==> src/rtl/m20k_fifo_controller_if.sv <==
// ---------------------------------------------------------------------------
// m20k_fifo_controller_if
// Bundles the push handshake, pop handshake, M20K port wiring and status
// outputs of the M20K FIFO controller.
//   master : the controller side (drives pushReady, pop side, memory ports,
//            count, eccError)
//   slave  : the surrounding producer / consumer / memory side
// Signals:
//   pushValid, pushData, pushReady      producer handshake
//   popValid, popData, popReady         consumer handshake
//   memWriteEnable, memWriteAddr,
//   memDataOut                          memory write port
//   memReadEnable, memReadAddr          memory read port
//   memDataIn, memEccStatus             memory read data / ECC status
//   count                               entries held (memory + in flight + skid)
//   eccError                            sticky ECC flag
// ---------------------------------------------------------------------------
interface m20k_fifo_controller_if #(
    parameter int WIDTH      = 20,
    parameter int DEPTH_LOG2 = 9
);
    logic                  pushValid;
    logic [WIDTH-1:0]      pushData;
    logic                  pushReady;
    logic                  popValid;
    logic [WIDTH-1:0]      popData;
    logic                  popReady;
    logic                  memWriteEnable;
    logic [DEPTH_LOG2-1:0] memWriteAddr;
    logic [WIDTH-1:0]      memDataOut;
    logic                  memReadEnable;
    logic [DEPTH_LOG2-1:0] memReadAddr;
    logic [WIDTH-1:0]      memDataIn;
    logic                  memEccStatus;
    logic [DEPTH_LOG2:0]   count;
    logic                  eccError;

    modport master (
        input  pushValid, pushData, popReady, memDataIn, memEccStatus,
        output pushReady, popValid, popData,
        output memWriteEnable, memWriteAddr, memDataOut,
        output memReadEnable, memReadAddr,
        output count, eccError
    );

    modport slave (
        output pushValid, pushData, popReady, memDataIn, memEccStatus,
        input  pushReady, popValid, popData,
        input  memWriteEnable, memWriteAddr, memDataOut,
        input  memReadEnable, memReadAddr,
        input  count, eccError
    );
endinterface

==> src/rtl/m20k_fifo_controller.sv <==
// ---------------------------------------------------------------------------
// m20k_fifo_controller
// Runs a single-clock M20K block (registered read address, two output
// register stages, zero output when readEnable is low) as a first-word-
// fall-through FIFO. Pushes are written straight into the memory; reads are
// issued ahead of demand and their returning data lands in a small skid
// buffer whose head is presented on the pop port, hiding the read latency.
// Ports:
//   clk     in   single clock, all logic on posedge
//   rst_n   in   asynchronous assert, active-low reset
//   io_bus  master modport of m20k_fifo_controller_if (push/pop handshakes,
//           memory write/read ports, count, eccError)
// WRITE_TO_READ_DELAY must be at least 2.
// ---------------------------------------------------------------------------
module m20k_fifo_controller #(
    parameter int WIDTH               = 20,
    parameter int DEPTH_LOG2          = 9,
    parameter int READ_LATENCY        = 3,
    parameter int WRITE_TO_READ_DELAY = 2,
    parameter int SKID_DEPTH          = 4
) (
    input logic                    clk,
    input logic                    rst_n,
    m20k_fifo_controller_if.master io_bus
);
    localparam int CNT_W      = DEPTH_LOG2 + 1;
    localparam int WTR_STAGES = WRITE_TO_READ_DELAY - 1;
    localparam int SKID_PTR_W = (SKID_DEPTH > 1) ? $clog2(SKID_DEPTH) : 1;
    localparam int SKID_CNT_W = $clog2(SKID_DEPTH + 1);
    localparam int FLIGHT_W   = $clog2(READ_LATENCY + 1);
    localparam int CRED_W     = SKID_CNT_W + 1;
    localparam logic [CNT_W-1:0] MEM_CAPACITY = {1'b1, {DEPTH_LOG2{1'b0}}};

    logic [DEPTH_LOG2-1:0] r_wrPtr;
    logic [DEPTH_LOG2-1:0] r_rdPtr;
    logic [CNT_W-1:0]      r_memUsed;
    logic [CNT_W-1:0]      r_readable;
    logic [WTR_STAGES-1:0] r_wtrPipe;
    logic                  r_pushReady;
    logic [READ_LATENCY-1:0] r_rdValid;
    logic [FLIGHT_W-1:0]   r_inFlight;
    logic [WIDTH-1:0]      r_skidMem [SKID_DEPTH];
    logic [SKID_PTR_W-1:0] r_skidHead;
    logic [SKID_PTR_W-1:0] r_skidTail;
    logic [SKID_CNT_W-1:0] r_skidCount;
    logic [CNT_W-1:0]      r_count;
    logic                  r_eccError;

    logic                  w_pushFire;
    logic                  w_popFire;
    logic                  w_readIssue;
    logic                  w_capture;
    logic [CNT_W-1:0]      w_memUsedNext;
    logic [CRED_W-1:0]     w_creditUsed;

    function automatic logic [SKID_PTR_W-1:0] skidNext(input logic [SKID_PTR_W-1:0] ptr);
        return (ptr == SKID_PTR_W'(SKID_DEPTH - 1)) ? '0 : ptr + SKID_PTR_W'(1);
    endfunction

    assign w_pushFire = io_bus.pushValid && r_pushReady;
    assign w_popFire  = (r_skidCount != '0) && io_bus.popReady;
    assign w_capture  = r_rdValid[READ_LATENCY-1];

    // Credit is what the skid would hold if every outstanding read landed:
    // reads in flight plus current skid entries, minus the head leaving this
    // cycle. Crediting the departing head is what lets a READ_LATENCY+1 deep
    // skid sustain one pop per cycle without ever overflowing.
    assign w_creditUsed = CRED_W'(r_inFlight) + CRED_W'(r_skidCount) - CRED_W'(w_popFire);
    assign w_readIssue  = (r_readable != '0) && (w_creditUsed < CRED_W'(SKID_DEPTH));

    assign w_memUsedNext = r_memUsed + CNT_W'(w_pushFire) - CNT_W'(w_readIssue);

    assign io_bus.pushReady      = r_pushReady;
    assign io_bus.memWriteEnable = w_pushFire;
    assign io_bus.memWriteAddr   = r_wrPtr;
    assign io_bus.memDataOut     = io_bus.pushData;
    assign io_bus.memReadEnable  = w_readIssue;
    assign io_bus.memReadAddr    = r_rdPtr;
    assign io_bus.popValid       = (r_skidCount != '0);
    assign io_bus.popData        = r_skidMem[r_skidHead];
    assign io_bus.count          = r_count;
    assign io_bus.eccError       = r_eccError;

    // Pointers, occupancy, the write-to-read delay line, the read-valid
    // shift register, the skid buffer and the status flags all advance
    // together here. A delay line of WRITE_TO_READ_DELAY-1 stages feeding the
    // readable counter makes a push in cycle t readable from cycle
    // t+WRITE_TO_READ_DELAY. Reset drops everything in flight, so any memory
    // data still returning afterwards is never captured.
    always_ff @(posedge clk or negedge rst_n) begin
        if (!rst_n) begin
            r_wrPtr     <= '0;
            r_rdPtr     <= '0;
            r_memUsed   <= '0;
            r_readable  <= '0;
            r_wtrPipe   <= '0;
            r_pushReady <= 1'b0;
            r_rdValid   <= '0;
            r_inFlight  <= '0;
            r_skidHead  <= '0;
            r_skidTail  <= '0;
            r_skidCount <= '0;
            r_count     <= '0;
            r_eccError  <= 1'b0;
            for (int i = 0; i < SKID_DEPTH; i++) begin
                r_skidMem[i] <= '0;
            end
        end else begin
            r_pushReady <= (w_memUsedNext < MEM_CAPACITY);
            r_memUsed   <= w_memUsedNext;

            if (w_pushFire) begin
                r_wrPtr <= r_wrPtr + DEPTH_LOG2'(1);
            end
            if (w_readIssue) begin
                r_rdPtr <= r_rdPtr + DEPTH_LOG2'(1);
            end

            r_wtrPipe[0] <= w_pushFire;
            for (int i = 1; i < WTR_STAGES; i++) begin
                r_wtrPipe[i] <= r_wtrPipe[i-1];
            end
            r_readable <= r_readable + CNT_W'(r_wtrPipe[WTR_STAGES-1]) - CNT_W'(w_readIssue);

            r_rdValid[0] <= w_readIssue;
            for (int i = 1; i < READ_LATENCY; i++) begin
                r_rdValid[i] <= r_rdValid[i-1];
            end
            r_inFlight <= r_inFlight + FLIGHT_W'(w_readIssue) - FLIGHT_W'(w_capture);

            if (w_capture) begin
                r_skidMem[r_skidTail] <= io_bus.memDataIn;
                r_skidTail            <= skidNext(r_skidTail);
            end
            if (w_popFire) begin
                r_skidHead <= skidNext(r_skidHead);
            end
            r_skidCount <= r_skidCount + SKID_CNT_W'(w_capture) - SKID_CNT_W'(w_popFire);

            r_count <= r_count + CNT_W'(w_pushFire) - CNT_W'(w_popFire);

            if (w_capture && io_bus.memEccStatus) begin
                r_eccError <= 1'b1;
            end
        end
    end

    // A capture into a full skid with no pop to make room would lose data.
    skidNoOverflow: assert property (@(posedge clk) disable iff (!rst_n)
        !(w_capture && !w_popFire && (r_skidCount == SKID_CNT_W'(SKID_DEPTH))));

endmodule

==> src/flat_wrapper.sv <==
// flat-port wrapper written by rule: the top's interface ports become plain ports
module m20k_fifo_controller_flat 
#(
    parameter int WIDTH               = 20,
    parameter int DEPTH_LOG2          = 9,
    parameter int READ_LATENCY        = 3,
    parameter int WRITE_TO_READ_DELAY = 2,
    parameter int SKID_DEPTH          = 4
)
  (clk, rst_n, io_bus_pushValid, io_bus_pushData, io_bus_popReady, io_bus_memDataIn, io_bus_memEccStatus, io_bus_pushReady, io_bus_popValid, io_bus_popData, io_bus_memWriteEnable, io_bus_memWriteAddr, io_bus_memDataOut, io_bus_memReadEnable, io_bus_memReadAddr, io_bus_count, io_bus_eccError);
  m20k_fifo_controller_if #(.WIDTH(WIDTH), .DEPTH_LOG2(DEPTH_LOG2)) io_bus_i ();
  input logic clk;
  input logic rst_n;
  input wire logic [$bits(io_bus_i.pushValid)-1:0] io_bus_pushValid;
  input wire logic [$bits(io_bus_i.pushData)-1:0] io_bus_pushData;
  input wire logic [$bits(io_bus_i.popReady)-1:0] io_bus_popReady;
  input wire logic [$bits(io_bus_i.memDataIn)-1:0] io_bus_memDataIn;
  input wire logic [$bits(io_bus_i.memEccStatus)-1:0] io_bus_memEccStatus;
  output wire logic [$bits(io_bus_i.pushReady)-1:0] io_bus_pushReady;
  output wire logic [$bits(io_bus_i.popValid)-1:0] io_bus_popValid;
  output wire logic [$bits(io_bus_i.popData)-1:0] io_bus_popData;
  output wire logic [$bits(io_bus_i.memWriteEnable)-1:0] io_bus_memWriteEnable;
  output wire logic [$bits(io_bus_i.memWriteAddr)-1:0] io_bus_memWriteAddr;
  output wire logic [$bits(io_bus_i.memDataOut)-1:0] io_bus_memDataOut;
  output wire logic [$bits(io_bus_i.memReadEnable)-1:0] io_bus_memReadEnable;
  output wire logic [$bits(io_bus_i.memReadAddr)-1:0] io_bus_memReadAddr;
  output wire logic [$bits(io_bus_i.count)-1:0] io_bus_count;
  output wire logic [$bits(io_bus_i.eccError)-1:0] io_bus_eccError;
  assign io_bus_i.pushValid = io_bus_pushValid;
  assign io_bus_i.pushData = io_bus_pushData;
  assign io_bus_i.popReady = io_bus_popReady;
  assign io_bus_i.memDataIn = io_bus_memDataIn;
  assign io_bus_i.memEccStatus = io_bus_memEccStatus;
  assign io_bus_pushReady = io_bus_i.pushReady;
  assign io_bus_popValid = io_bus_i.popValid;
  assign io_bus_popData = io_bus_i.popData;
  assign io_bus_memWriteEnable = io_bus_i.memWriteEnable;
  assign io_bus_memWriteAddr = io_bus_i.memWriteAddr;
  assign io_bus_memDataOut = io_bus_i.memDataOut;
  assign io_bus_memReadEnable = io_bus_i.memReadEnable;
  assign io_bus_memReadAddr = io_bus_i.memReadAddr;
  assign io_bus_count = io_bus_i.count;
  assign io_bus_eccError = io_bus_i.eccError;
  m20k_fifo_controller #(.WIDTH(WIDTH), .DEPTH_LOG2(DEPTH_LOG2), .READ_LATENCY(READ_LATENCY), .WRITE_TO_READ_DELAY(WRITE_TO_READ_DELAY), .SKID_DEPTH(SKID_DEPTH)) u_core (.clk(clk), .rst_n(rst_n), .io_bus(io_bus_i));
endmodule
==> config.mk <==
export PLATFORM = sky130hd
export DESIGN_NAME = m20k_fifo_controller_flat
export DESIGN_NICKNAME = d
export VERILOG_FILES = /design/src/rtl/m20k_fifo_controller_if.sv /design/src/rtl/m20k_fifo_controller.sv /design/src/flat_wrapper.sv
export SDC_FILE = /design/constraint.sdc
export NUM_CORES = 1
export LEC_CHECK = 0
export ABC_AREA = 1
export CORE_MARGIN = 4
export CORE_UTILIZATION = 55
export CTS_CLUSTER_DIAMETER = 30
export DETAILED_ROUTE_END_ITERATION = 12
export HOLD_SLACK_MARGIN = 0.02
export MAX_ROUTING_LAYER = met4
export PLACE_DENSITY = 0.83
export SKIP_LAST_GASP = 1
export SYNTH_ARGS = -nofsm -noshare
export SYNTH_HDL_FRONTEND = slang
export SYNTH_SLANG_ARGS = --single-unit
==> constraint.sdc <==
create_clock -name clk -period 4.7 [get_ports clk]
set_input_delay 1.41 -clock clk [delete_from_list [all_inputs] [get_ports clk]]
set_output_delay 1.41 -clock clk [all_outputs]
set_load 0.01 [all_outputs]
==> results of run 1 <==
[per-layer routing]
layer	wire length [um]	vias to the layer above	global-route usage	part of all wire
met5	0	-	-	0
met4	229	0	0.06814	0.013
met3	924	20	0.05351	0.054
met2	8816	180	0.3829	0.51
met1	7277	3040	0.2883	0.42
li1	-	3141	-	-
[state kept, by name (all words and copies together), names as in the netlist]
| signal | count |
|---|---|
| u_core.r_skidMem | 80 |
| u_core.r_wtrPipe | 1 |
| u_core.io_bus.pushReady | 1 |
| u_core.r_rdValid | 3 |
| u_core.io_bus.eccError | 1 |
| u_core.io_bus.memReadAddr | 9 |
| u_core.r_inFlight | 2 |
| u_core.r_readable | 10 |
| u_core.r_memUsed | 10 |
| u_core.r_skidCount | 3 |
| u_core.r_skidHead | 2 |
| u_core.io_bus.count | 10 |
| u_core.r_skidTail | 2 |
| u_core.io_bus.memWriteAddr | 9 |
[critical path, cell delays in order]
cell and delay [ns]:
sky130_fd_sc_hd__clkdlybuf4s50_1 0.48, sky130_fd_sc_hd__a21boi_2 0.19, sky130_fd_sc_hd__ha_1 0.17, sky130_fd_sc_hd__inv_1 0.04
sky130_fd_sc_hd__ha_1 0.27, sky130_fd_sc_hd__nand3_2 0.10, sky130_fd_sc_hd__nand2_1 0.07, sky130_fd_sc_hd__nand2_1 0.11
sky130_fd_sc_hd__nand3_4 0.09, sky130_fd_sc_hd__inv_2 0.08, sky130_fd_sc_hd__clkbuf_2 0.13
[what timing repair did]
action,CTS,global route
hold endpoints to repair,0,0
setup endpoints to repair,1,1
pin swaps,0,0
hold buffers,0,0
resized for setup,4,1
[cell families (layout without fill, tap and decap cells)]
group | after synthesis | count (layout) | synth area share
XOR/XNOR | 25 | 25 | 0.02810
flip-flops | 143 | 143 | 0.4592
AO/OA/AOI/OAI | 172 | 172 | 0.1161
AND/OR/NAND/NOR | 386 | 386 | 0.2099
buffers and inverters | 181 | 251 | 0.1010
adder cells (fa/ha/maj) | 51 | 51 | 0.08574
[layout make-up]
class,instances,area [um2],share of cell area
clock inverters,12,155.1,0.01681
well taps,180,225.2,0.02441
inverters,128,481.7,0.05220
repair buffers,91,884.6,0.09586
multi-input cells,634,3436,0.3723
flip-flops and latches,143,3578,0.3878
clock buffers,20,466.7,0.05058
[stage by stage]
stage	util	area, um2	hold slack (ns)	instances
6_report	0.6648	9228	0.3490	1208
3_5_place_dp	0.6197	8602	0.3365	1176
5_1_grt	0.6648	9228	0.3587	1208
3_3_place_gp	0.6197	8602	0.3322	1176
4_1_cts	0.6651	9233	0.3504	1208
2_1_floorplan	-	7792	0.3312	958
[synth_stat cells (all sizes together) (2+ instances only)]
master  number  area share
nor2        75       0.037
nand3       41       0.034
fa           4       0.010
nand4        7      0.0056
dfrtp      143        0.46
o22ai       20       0.016
ha          47       0.075
o21ai      130       0.083
xnor2        7      0.0079
o21bai       3      0.0029
xor2        18       0.020
a21o         2      0.0019
nand2      257        0.13
clkbuf      18      0.0087
buf         35       0.031
nor3         3      0.0026
a21oi       14      0.0090
inv        127       0.061
nand3b       3      0.0029
[report_power, final]
| group | internal (mW) | total, mW | leakage (nW) | switching, mW |
|---|---|---|---|---|
| Sequential | 1.87 | 2.28 | 1.74 | 0.402 |
| Clock | 0.880 | 1.41 | 0.303 | 0.531 |
| Combinational | 1.89 | 4.52 | 2.68 | 2.62 |
| Total | 4.65 | 8.20 | 4.72 | 3.56 |
[final timing paths]
path                                                       from                               end  slack (ns)  depth (start not counted)
worst max-delay path                            io_bus_popReady              io_bus_memReadEnable        0.13                         11
worst min-delay path              u_core.r_rdValid[0]$_DFF_PN0_     u_core.r_rdValid[1]$_DFF_PN0_        0.35                          0
worst max register to register  u_core.r_skidCount[1]$_DFF_PN0_    u_core.r_readable[8]$_DFF_PN0_        1.45                         19
worst min register to register    u_core.r_rdValid[0]$_DFF_PN0_     u_core.r_rdValid[1]$_DFF_PN0_        0.35                          0
max in group asynchronous                                 rst_n     u_core.r_memUsed[7]$_DFF_PN0_        2.84                          2
min in group asynchronous                                 rst_n  u_core.r_skidMem[12]$_DFFE_PN0P_        1.07                          1
==> impl_table.tex, run 1 <==
\begin{tabular}{lr}
\hline
Metric & Value \\
\hline
\multicolumn{2}{l}{\textbf{Detailed routing}} \\
Iteration count of the initial detailed-routing pass & 5 \\
DRT antenna net count & 0 \\
Vias per Instance & 5.282 \\
First-iteration detailed-routing DRC count & 469 \\
DRT Wirelength & 17250 um \\
Remaining routing DRC violations & 0 \\
Average routed wire per standard cell & 14.28 um \\
Total number of vias & 6381 \\
\multicolumn{2}{l}{\textbf{Setup path}} \\
WP data required & 3.29 ns \\
Startpoint-to-endpoint class of the critical path & input pin to output pin \\
Type of element launching the critical path & input pin \\
Worst Path Arrival & 3.16 ns \\
Endpoint kind of the worst setup timing path & output pin \\
Worst Path Max Fanout & 3 \\
\multicolumn{2}{l}{\textbf{STA}} \\
Min setup slack post-route & 0.1342 ns \\
Achievable frequency & 0.2190 GHz \\
Total count of max-transition violations in the final report & 0 \\
Max Clock Skew & 0.008350 ns \\
Final cycle utilization of the critical path & 0.9715 \\
Time the worst path needs with I/O delays and setup & 4.566 ns \\
Slew Limit Headroom & 0.4334 \\
Setup repair after global routing missed its margin & no \\
Transition time at the pin with the least slew margin & 0.8499 ns \\
Number of hold violations in the final report & 0 \\
Total Neg Setup Slack & 0 ns \\
Setup-violating endpoint count in the final report & 0 \\
\multicolumn{2}{l}{\textbf{Synthesis}} \\
Flops \& latches, synth & 143 \\
Leading register cell type out of synthesis & sky130\_fd\_sc\_hd\_\_dfrtp\_1 \\
Netlist area before placement & 7792 um2 \\
Share of flip-flops with an asynchronous set or reset after synthesis & 1.000 \\
Number of cells produced by synthesis & 958 \\
Post-synthesis sequential area ratio & 0.4592 \\
Total nets after synthesis & 1054 \\
EDFF count, synth & 0 \\
Mean Syn Cell Area & 8.134 um2 \\
Number of distinct library cells after synthesis & 33 \\
Number of warnings issued by yosys & 0 \\
\multicolumn{2}{l}{\textbf{Clock tree}} \\
Post-CTS Setup Bufs & 0 \\
Clock-pin slew on the worst setup and hold paths & 0.06 ns \\
Clock Root Buffer & sky130\_fd\_sc\_hd\_\_clkbuf\_16 \\
Total clock sinks & 143 \\
Level count of the clock H-tree & 4 \\
Number of buffers created by CTS & 17 \\
TritonCTS clock tree & done \\
Maximum buffer depth of the clock tree & 2 \\
Clock network latency to the later pin of the worst-skew pair & 0.42 ns \\
\multicolumn{2}{l}{\textbf{Finish}} \\
Leading cell types in the layout, fill and taps excluded & sky130\_fd\_sc\_hd\_\_nand2\_1, sky130\_fd\_sc\_hd\_\_dfrtp\_1, sky130\_fd\_sc\_hd\_\_o21ai\_0, sky130\_fd\_sc\_hd\_\_inv\_1, sky130\_fd\_sc\_hd\_\_clkdlybuf4s50\_1 \\
Most common library cell in the layout ignoring fill and taps & sky130\_fd\_sc\_hd\_\_nand2\_1 \\
N\_diodes & 0 \\
\# fillers & 1137 \\
Fraction of final layout cells sized beyond drive strength 1 & 0.07296 \\
Total Nets Final & 1111 \\
Layout overhead on the synthesized area & 18.42\% \\
\multicolumn{2}{l}{\textbf{Place}} \\
Count of input and output buffers & 77 \\
Routability-driven placement congestion ratio & 0.8288 \\
Worst Setup Slack post-DPL & -0.3806 ns \\
Half-perimeter wire length of the detailed placement result & 11350 um \\
\multicolumn{2}{l}{\textbf{GRT}} \\
GRT Overall Usage & 0.2323 \\
Largest net degree at the start of global routing & 92 \\
Global-route wire length before repair & 29570 um \\
Vias in the first global route & 6191 \\
Antenna violations before repair & 0 \\
Total congestion overflow & 0 \\
\multicolumn{2}{l}{\textbf{Pwr}} \\
Cell Pwr Density & 889.1 nW/um2 \\
VDD IR-drop max & 0.5128 mV \\
Leakage & 4.717 nW \\
Overall power consumption & 8.204 mW \\
\multicolumn{2}{l}{\textbf{Job}} \\
Total of max-cap violations & 0 \\
\multicolumn{2}{l}{\textbf{Die}} \\
Cell row count & 43 \\
Die Outline Area & 16140 um2 \\
Starting density of the core & 0.5614 \\
Die span in y & 127.0 um \\
DIE WIDTH & 127.0 um \\
Floorplan core area & 13880 um2 \\
Boundary Pins & 118 \\
\multicolumn{2}{l}{\textbf{Outcome}} \\
Run status & finished, final reports clean \\
\multicolumn{2}{l}{\textbf{Min path}} \\
Worst min path class & register to register \\
\hline
\end{tabular}
Power figures use the tool's default switching activity.
==> run 2: changes to the inputs <==
CORE_UTILIZATION = 59   (was 55)
PLACE_DENSITY = 0.88   (was 0.83)
clock period = 5.6 ns   (was 4.7 ns; I/O delays follow)
==> impl_table.tex, run 2 (synthesis gave the netlist of run 1 again) <==
\begin{tabular}{lr}
\hline
Metric & Value \\
\hline
\multicolumn{2}{l}{\textbf{Clock tree}} \\
Level count of the clock H-tree & 4 (unchanged) \\
Clock-pin slew on the worst setup and hold paths & 0.06 ns (about the same) \\
Maximum buffer depth of the clock tree & 2 (unchanged) \\
TritonCTS clock tree & done \\
Clock Root Buffer & sky130\_fd\_sc\_hd\_\_clkbuf\_16 \\
Number of buffers created by CTS & 17 (unchanged) \\
Number of hold buffers added after cts & 0 (unchanged) \\
Clock network latency to the later pin of the worst-skew pair & 0.43 ns (about the same) \\
Post-CTS Setup Bufs & 0 (unchanged) \\
Total clock sinks & 143 (unchanged) \\
\multicolumn{2}{l}{\textbf{Detailed routing}} \\
Vias per Instance & 5.372 (+1.7\%) \\
Average routed wire per standard cell & 14.26 um (-0.10\%) \\
Iteration count of the initial detailed-routing pass & 5 (unchanged) \\
Remaining routing DRC violations & 0 (unchanged) \\
Total number of vias & 6420 (+0.61\%) \\
First-iteration detailed-routing DRC count & 602 (+28\%) \\
DRT antenna net count & 0 (unchanged) \\
DRT Wirelength & 17050 um (-1.2\%) \\
\multicolumn{2}{l}{\textbf{STA}} \\
Achievable frequency & 0.1832 GHz \\
Total count of max-transition violations in the final report & 0 (unchanged) \\
Final cycle utilization of the critical path & 0.9747 \\
Slew Limit Headroom & 0.1763 (-0.2571) \\
Time the worst path needs with I/O delays and setup & 5.458 ns \\
Transition time at the pin with the least slew margin & 1.234 ns (+0.3843 ns) \\
Min setup slack post-route & 0.1419 ns (+0.007704 ns) \\
Number of hold violations in the final report & 0 (unchanged) \\
Total Neg Setup Slack & 0 ns (unchanged) \\
Setup-violating endpoint count in the final report & 0 (unchanged) \\
Setup repair after global routing missed its margin & no \\
Max Clock Skew & 0.008268 ns (-0.00008152 ns) \\
\multicolumn{2}{l}{\textbf{Pwr}} \\
Total net switching power & 2.994 mW (-16\%) \\
VDD IR-drop max & 0.7425 mV (+45\%) \\
Switching fraction of total power & 0.4324 (-0.001014) \\
Flop pwr share & 0.279 (+0.002) \\
Comb power frac & 0.542 (-0.009) \\
Cell Pwr Density & 753.4 nW/um2 (-15\%) \\
Overall power consumption & 6.924 mW (-16\%) \\
Pint & 3.930 mW (-15\%) \\
Leakage & 4.695 nW (-0.47\%) \\
Proportion of power drawn by the clock network & 0.179 (+0.007) \\
\multicolumn{2}{l}{\textbf{Finish}} \\
\# fillers & 889 (-22\%) \\
Fraction of final layout cells sized beyond drive strength 1 & 0.06452 (-0.008441) \\
Max FFs per register & 80 (unchanged) \\
Flip-flop and latch area & 3578 um2 (unchanged) \\
Most common library cell in the layout ignoring fill and taps & sky130\_fd\_sc\_hd\_\_nand2\_1 \\
Leading cell types in the layout, fill and taps excluded & sky130\_fd\_sc\_hd\_\_nand2\_1, sky130\_fd\_sc\_hd\_\_dfrtp\_1, sky130\_fd\_sc\_hd\_\_o21ai\_0, sky130\_fd\_sc\_hd\_\_inv\_1, sky130\_fd\_sc\_hd\_\_clkdlybuf4s50\_1 \\
Largest register by flop count & u\_core.r\_skidMem \\
Layout overhead on the synthesized area & 17.94\% \\
Total Nets Final & 1106 (-0.45\%) \\
Area taken by multi-input logic gates & 3431 um2 (-0.15\%) \\
N\_diodes & 0 (unchanged) \\
Post-Layout Inst Area & 9190 um2 (-0.41\%) \\
\multicolumn{2}{l}{\textbf{Setup path}} \\
Startpoint-to-endpoint class of the critical path & input pin to output pin \\
Endpoint of the worst-slack reg-to-reg timing path & u\_core.r\_readable[6]\$\_DFF\_PN0\_ \\
Worst flop-to-flop path startpoint & u\_core.r\_skidCount[1]\$\_DFF\_PN0\_ \\
Number of cells traversed by the worst register-to-register path & 19 (unchanged) \\
Worst Path Max Fanout & 3 (unchanged) \\
Worst setup endpoint & io\_bus\_memReadEnable \\
Type of element launching the critical path & input pin \\
Worst Path Arrival & 3.78 ns (+0.62 ns) \\
WP data required & 3.92 ns (+0.63 ns) \\
Start point of the critical path & io\_bus\_popReady \\
Endpoint kind of the worst setup timing path & output pin \\
Slack of the worst reg-to-reg path & 2.23 ns (+0.78 ns) \\
\multicolumn{2}{l}{\textbf{GRT}} \\
Vias in the first global route & 6125 (-1.1\%) \\
Global-route wire length before repair & 28900 um (-2.2\%) \\
Largest net degree at the start of global routing & 115 (+25\%) \\
GRT Overall Usage & 0.2493 (+0.01708) \\
Antenna violations before repair & 0 (unchanged) \\
Total congestion overflow & 0 (unchanged) \\
\multicolumn{2}{l}{\textbf{Min path}} \\
Worst min path class & register to register \\
\multicolumn{2}{l}{\textbf{Die}} \\
DIE WIDTH & 122.9 um (-3.2\%) \\
Die span in y & 122.9 um (-3.2\%) \\
Boundary Pins & 118 (unchanged) \\
Die Outline Area & 15110 um2 (-6.4\%) \\
Cell row count & 41 (-4.7\%) \\
Floorplan core area & 12770 um2 (-8.0\%) \\
Starting density of the core & 0.6100 (+0.04867) \\
\multicolumn{2}{l}{\textbf{Place}} \\
Routability-driven placement congestion ratio & 0.8762 (+5.7\%) \\
Worst Setup Slack post-DPL & 0.1133 ns (+0.4940 ns) \\
Half-perimeter wire length of the detailed placement result & 11000 um (-3.1\%) \\
Count of input and output buffers & 77 (unchanged) \\
Area after DPL & 8542 um2 (-0.70\%) \\
\multicolumn{2}{l}{\textbf{Job}} \\
Total of max-cap violations & 0 (unchanged) \\
\multicolumn{2}{l}{\textbf{Outcome}} \\
Run status & finished, final reports clean \\
\hline
\end{tabular}
run 2: power by group through the flow:
stage	Sequential, mW	Clock [mW]	Combinational, mW
floorplan	1.86	0	2.64
global placement	1.91	0	3.52
detailed placement	1.93	0	3.68
CTS	1.92	1.25	3.77
global route	2.00	1.30	4.28
finish	1.93	1.24	3.76
run 2: metal layers:
layer	global-route usage	vias up	wire, um
met5	-	-	0
met4	0.09727	0	333
li1	-	3149	-
met2	0.3929	191	8562
met1	0.3111	3046	7096
met3	0.06404	34	1053
run 2: timing repair:
| item | 4_1_cts | 5_1_grt |
|---|---|---|
| endpoints found under the hold margin | 0 | 0 |
| endpoints found under the setup margin | 0 | 1 |
| gates resized for setup | 0 | 1 |
run 2: area by class of cell:
cell class,instances,share of cell area
inverters,128,0.05242
clock inverters,13,0.02301
repair buffers,86,0.09135
flip-flops and latches,143,0.3894
multi-input cells,634,0.3733
clock buffers,19,0.04711
well taps,172,0.02342
run 2: worst min-delay path by stage:
stage	cells after the start	end	slack, ns	startpoint
final	0	u_core.r_rdValid[2]$_DFF_PN0_	0.35	u_core.r_rdValid[1]$_DFF_PN0_
after global routing	0	u_core.r_rdValid[2]$_DFF_PN0_	0.36	u_core.r_rdValid[1]$_DFF_PN0_
after CTS	0	u_core.r_rdValid[2]$_DFF_PN0_	0.35	u_core.r_rdValid[1]$_DFF_PN0_
after detailed placement	0	u_core.r_rdValid[2]$_DFF_PN0_	0.34	u_core.r_rdValid[1]$_DFF_PN0_
after global placement	0	u_core.r_rdValid[2]$_DFF_PN0_	0.33	u_core.r_rdValid[1]$_DFF_PN0_
after floorplan	0	u_core.r_rdValid[1]$_DFF_PN0_	0.33	u_core.r_rdValid[0]$_DFF_PN0_
run 2: stage by stage:
stage                     hold slack [ns]  utilization  cells
after global routing               0.3635       0.7195   1195
after CTS                          0.3547       0.7192   1195
after floorplan                    0.3312            -    958
after global placement             0.3321       0.6687   1163
after detailed placement           0.3418       0.6687   1163
final                              0.3532       0.7195   1195
run 2: worst max-delay path: stages:
cell and delay, ns:
sky130_fd_sc_hd__clkdlybuf4s50_1 0.45, sky130_fd_sc_hd__a21boi_2 0.17, sky130_fd_sc_hd__ha_1 0.16, sky130_fd_sc_hd__inv_1 0.04, sky130_fd_sc_hd__ha_1 0.26, sky130_fd_sc_hd__nand3_1 0.14
sky130_fd_sc_hd__nand2_1 0.09, sky130_fd_sc_hd__nand2_1 0.11, sky130_fd_sc_hd__nand3_4 0.09, sky130_fd_sc_hd__inv_2 0.06, sky130_fd_sc_hd__clkdlybuf4s50_1 0.53
